## config.mk

```make
export PLATFORM = sky130hd
export DESIGN_NAME = fcvt_s_w_issue
export DESIGN_NICKNAME = d
export VERILOG_FILES = /design/src/rtl/fcvt_s_w_issue.sv
export SDC_FILE = /design/constraint.sdc
export NUM_CORES = 1
export LEC_CHECK = 0
export ABC_CLOCK_PERIOD_IN_PS = 3000
export CORE_ASPECT_RATIO = 1.75
export CORE_MARGIN = 4
export CORE_UTILIZATION = 48
export DETAILED_ROUTE_END_ITERATION = 6
export PLACE_DENSITY = 0.83
export REMOVE_ABC_BUFFERS = 1
export SLEW_MARGIN = 10
export SYNTH_ARGS = -nofsm -noshare
export SYNTH_HDL_FRONTEND = slang
export SYNTH_SLANG_ARGS = --single-unit
export TNS_END_PERCENT = 30
```

## constraint.sdc

```tcl
create_clock -name clk_i -period 3 [get_ports clk_i]
set_input_delay 0.3 -clock clk_i [delete_from_list [all_inputs] [get_ports clk_i]]
set_output_delay 0.3 -clock clk_i [all_outputs]
set_load 0.02 [all_outputs]
```

## src/rtl/fcvt_s_w_issue.sv

```systemverilog
// Issue stage for fcvt.s.w / fcvt.s.wu in front of an unsigned int-to-float converter.
// Optional FCVT_ZERO_BYPASS_EN: a zero source is answered directly, without using the converter.
module fcvt_s_w_issue #(
  parameter int unsigned TAG_W          = 5,
  parameter int unsigned TIMEOUT_CYCLES = 64
) (
  input  logic             clk_i,
  input  logic             rst_ni,
  input  logic             req_valid_i,
  output logic             req_ready_o,
  input  logic [31:0]      req_a_i,
  input  logic             req_signed_i,
  input  logic [2:0]       req_rm_i,
  input  logic [TAG_W-1:0] req_tag_i,
  output logic [31:0]      cvt_a_o,
  output logic [2:0]       cvt_rm_o,
  output logic             cvt_rst_o,
  input  logic [31:0]      cvt_z_i,
  input  logic             cvt_stb_i,
  output logic             resp_valid_o,
  input  logic             resp_ready_i,
  output logic [31:0]      resp_data_o,
  output logic             resp_nx_o,
  output logic             resp_err_o,
  output logic [TAG_W-1:0] resp_tag_o
);

  localparam int unsigned     CntW   = (TIMEOUT_CYCLES > 2) ? $clog2(TIMEOUT_CYCLES) : 1;
  localparam logic [CntW-1:0] CntMax = CntW'(TIMEOUT_CYCLES - 1);

  typedef enum logic [1:0] {StIdle, StLaunch, StWait, StResp} state_e;

  state_e           state_q;
  logic [CntW-1:0]  cnt_q;
  logic [31:0]      cvt_a_q;
  logic [2:0]       cvt_rm_q;
  logic             cvt_rst_q;
  logic             neg_q;
  logic             nx_q;
  logic             resp_valid_q;
  logic [31:0]      resp_data_q;
  logic             resp_nx_q;
  logic             resp_err_q;
  logic [TAG_W-1:0] resp_tag_q;

  logic        neg;
  logic        nx;
  logic [31:0] mag;
  logic [2:0]  rm_eff;

  always_comb begin
    neg    = req_signed_i & req_a_i[31];
    mag    = neg ? (~req_a_i + 32'd1) : req_a_i;
    rm_eff = req_rm_i;
    // The converter sees a positive magnitude, so directed roundings flip for negatives.
    if (neg && (req_rm_i == 3'b010)) begin
      rm_eff = 3'b011;
    end else if (neg && (req_rm_i == 3'b011)) begin
      rm_eff = 3'b010;
    end
    // Bit j is discarded iff some bit at j+24 or above is set (leading one at p >= j+24).
    nx = 1'b0;
    for (int j = 0; j < 8; j++) begin
      nx = nx | (mag[j] & (|(mag >> (j + 24))));
    end
  end

  assign req_ready_o = (state_q == StIdle);

  always_ff @(posedge clk_i or negedge rst_ni) begin
    if (!rst_ni) begin
      state_q      <= StIdle;
      cnt_q        <= '0;
      cvt_a_q      <= '0;
      cvt_rm_q     <= '0;
      cvt_rst_q    <= 1'b1;
      neg_q        <= 1'b0;
      nx_q         <= 1'b0;
      resp_valid_q <= 1'b0;
      resp_data_q  <= '0;
      resp_nx_q    <= 1'b0;
      resp_err_q   <= 1'b0;
      resp_tag_q   <= '0;
    end else begin
      unique case (state_q)
        StIdle: begin
          if (req_valid_i) begin
            cvt_a_q    <= mag;
            cvt_rm_q   <= rm_eff;
            neg_q      <= neg;
            nx_q       <= nx;
            resp_tag_q <= req_tag_i;
`ifdef FCVT_ZERO_BYPASS_EN
            if (req_a_i == 32'd0) begin
              resp_data_q  <= '0;
              resp_nx_q    <= 1'b0;
              resp_err_q   <= 1'b0;
              resp_valid_q <= 1'b1;
              state_q      <= StResp;
            end else begin
              state_q <= StLaunch;
            end
`else
            state_q <= StLaunch;
`endif
          end
        end
        StLaunch: begin
          cvt_rst_q <= 1'b0;
          cnt_q     <= '0;
          state_q   <= StWait;
        end
        StWait: begin
          if (cvt_stb_i) begin
            resp_data_q  <= {cvt_z_i[31] | neg_q, cvt_z_i[30:0]};
            resp_nx_q    <= nx_q;
            resp_err_q   <= 1'b0;
            cvt_rst_q    <= 1'b1;
            resp_valid_q <= 1'b1;
            state_q      <= StResp;
          end else if (cnt_q == CntMax) begin
            resp_data_q  <= 32'h7FC0_0000;
            resp_nx_q    <= 1'b0;
            resp_err_q   <= 1'b1;
            cvt_rst_q    <= 1'b1;
            resp_valid_q <= 1'b1;
            state_q      <= StResp;
          end else begin
            cnt_q <= cnt_q + 1'b1;
          end
        end
        StResp: begin
          if (resp_ready_i) begin
            resp_valid_q <= 1'b0;
            state_q      <= StIdle;
          end
        end
        default: state_q <= StIdle;
      endcase
    end
  end

  assign cvt_a_o      = cvt_a_q;
  assign cvt_rm_o     = cvt_rm_q;
  assign cvt_rst_o    = cvt_rst_q;
  assign resp_valid_o = resp_valid_q;
  assign resp_data_o  = resp_data_q;
  assign resp_nx_o    = resp_nx_q;
  assign resp_err_o   = resp_err_q;
  assign resp_tag_o   = resp_tag_q;

endmodule

```

==> reports/qor.yml <==
period_needed_ns: 2.70
cp-end-kind: "flop"
gr-usage-all-layers_pct: 23.5
ys_top_cells_by_area: "dfrtp_1 (50%), nand2_1 (5.2%), a22o_1 (5.0%), xnor2_1 (3.9%), o21ai_0 (3.9%)"
wl_per_cell_um: 16.9
hold_class: "input pin to async pin"
rr_worst_depth: 7
r2r-end: "nx_q"
slew_violations: 0
r2r-start: "state_q[0]"
cts_resized: 0
drive_gt1_share_pct: 10.0
ys_seq_area_share_pct: 51.0
gp_congestion: 0.924
crit_path_max_fanout: 4
start_kind: "input pin"
rsz0062_at_grt: "no"
postLayoutCellArea_sq_mm: 0.00627
drt_iter0_drc: 216
tightest_slew_ns: 0.945
cts_hold_buf: 0
cts.sinks: 86
postCtsSetupRepairBufs: 0
cts_buffer_depth: 2
synthFlopType: "dfrtp_1"
maxCapViolCount: 0
path_class: "input pin to flop"
r2r_slack_ns: 0.90
drtAntennaViolNets: 0
core-area_sq_mm: 0.00861
clk_pin_slew_worst_paths_ns: 0.07
place_area_sq_mm: 0.00597
io_buffer_count: 154
drcViolationCount: 0
wl_met3_um: 791
cts_buffers: 9
dr_wl_met2_um: 6240
synth_area_sq_mm: 0.00422
synth_top_cell_by_area: "dfrtp_1"
floorplan.rows: 45
wirelength_um: 11800
cellPowerDensity_mw_per_mm2: 944
slew_headroom_pct: 37.0
cts_tree: "done"
antenna_found_initial: 0
synth_area_per_cell_sq_um: 10.2
synth.top_cell.area_share_pct: 50.4
setup_violations: 0
synthArstFlopShare_pct: 100
synthesis.instances: 414
max_freq_ghz: 0.370
area_growth_syn_to_layout_pct: 48.5
io_pins: 155
finalClockSkew_ns: 0.00977
routed.top_layer: "met4"
die_w_um: 78.9
ir_drop_v: 0.000500
grt_pass1_vias: 4021
first_pass_iters: 5
wl_met1_um: 4410
synthDistinctLibCells: 50
p_leak_nw: 2.62
critPathRequiredTime_ns: 3.20
finalCritPeriodShare_pct: 90.0
yosys_warnings: 0
synth_edf_count: 0
worstPathArrival_ns: 2.90
overflow: 0
synth.ff_latch_count: 86
htreeDepth: 3
status: "completed"
clock_latency_ns: 0.33
num_vias: 3821
cts-root-buf: "clkbuf_16"
vias_per_cell: 5.48
grt_pass1_wl_um: 19500
n_antenna_cell: 0
hold_violations: 0
start_util_pct: 49.0
dp_hpwl_um: 9160
dieHeight_um: 132
finalSetupTns_ns: 0
nets: 659
grt_max_degree: 64
dieArea_sq_mm: 0.0104
==> metal layers <==
layer | up-vias | track usage, %
li1 | 1804 | -
met1 | 1815 | 26.8
met2 | 178 | 41.9
met3 | 24 | 5.47
met4 | 0 | 9.27
met5 | - | 0
==> how the worst max path moves through the flow <==
stage | startpoint | to | slack (ns) | depth (start not counted)
2_1_floorplan | state_q[0] | nx_q | 0.50 | 6
3_3_place_gp | req_a_i[0] | nx_q | 0.10 | 11
3_5_place_dp | req_a_i[0] | nx_q | 0.02 | 11
4_1_cts | req_a_i[23] | nx_q | 0.37 | 8
5_1_grt | req_a_i[23] | nx_q | 0.16 | 8
6_report | req_a_i[23] | nx_q | 0.30 | 8
==> cell type report <==
cell class,instances,area [sq um]
clock buffers,9,225
clock inverters,7,77.6
fillers,652,2340
inverters,8,30.0
multi-input cells,296,1950
flip-flops and latches,86,2150
well taps,117,146
repair buffers,174,1690
==> metrics by stage <==
stage	power [mW]	utilization, %	instances	worst slack (ns)	hold WS (ns)
after global placement	4.76	69.3	681	0.103	0.417
after global routing	6.29	72.8	697	0.160	0.100
after detailed placement	4.86	69.3	681	0.0223	0.428
final	5.92	72.8	697	0.299	0.0199
after CTS	5.99	72.8	697	0.366	0.0653
after floorplan	3.40	-	390	0.501	0.00441
==> cell usage in the layout (no fill, tap or decap), types with 3 or more instances in the layout <==
cell type and n:
clkdlybuf4s50_1 153, dfrtp_1 85, nand2_1 57, o21ai_0 33, nor2_1 30, a22o_1 24, buf_4 21, xnor2_1 19
a31oi_1 11, xor2_1 11, o21ai_1 9, a21oi_1 9, o22a_1 9, clkbuf_16 9, inv_1 8, mux2_2 8
nor3_1 7, nor4_1 6, ha_1 6, and2_1 5, nor2b_1 5, mux2i_1 4, inv_6 4, or3_1 3
or4_1 3, o31ai_1 3
==> registers in the layout, summed over array words and instances (netlist names) <==
name	count
cvt_a_o	32
resp_data_o	32
cnt_q	6
resp_tag_o	5
cvt_rm_o	3
state_q	2
cvt_rst_o	1
neg_q	1
nx_q	1
resp_err_o	1
resp_nx_o	1
resp_valid_o	1
==> cells in the mapped netlist, types with 8 or more instances <==
library cell / count
a21oi_1: 9
a22o_1: 24
a31oi_1: 11
clkbuf_1: 23
dfrtp_1: 85
inv_1: 8
mux2_2: 8
nand2_1: 58
nor2_1: 30
o21ai_0: 33
o21ai_1: 9
o22a_1: 9
xnor2_1: 19
xor2_1: 11
==> critical path, stage by stage <==
cell and delay [ns]:
clkdlybuf4s50_1 0.48, or4_1 0.61, nor4_1 0.42, nand4b_1 0.16, a211oi_1 0.38, nand4_2 0.18, o32ai_2 0.26, a31oi_1 0.11
==> cells by family after synthesis <==
kind of cell               after synthesis  share of synthesized area, %
AOI/OAI and AO/OA                      110                          17.9
xor gates and xnor gates                32                          6.99
adders and majority gates                6                          1.78
buffers and inverters                   32                          2.93
DFF                                     86                          51.0
muxes                                   12                          3.08
and+or+nand+nor                        136                          16.3
==> power by group <==
group | internal (mW) | total [mW] | leakage [nW] | switching (mW)
combinational | 1.38 | 2.82 | 1.42 | 1.44
clock | 0.655 | 1.11 | 0.147 | 0.456
sequential | 1.69 | 1.98 | 1.05 | 0.291
(Power assumes the default switching activity.)
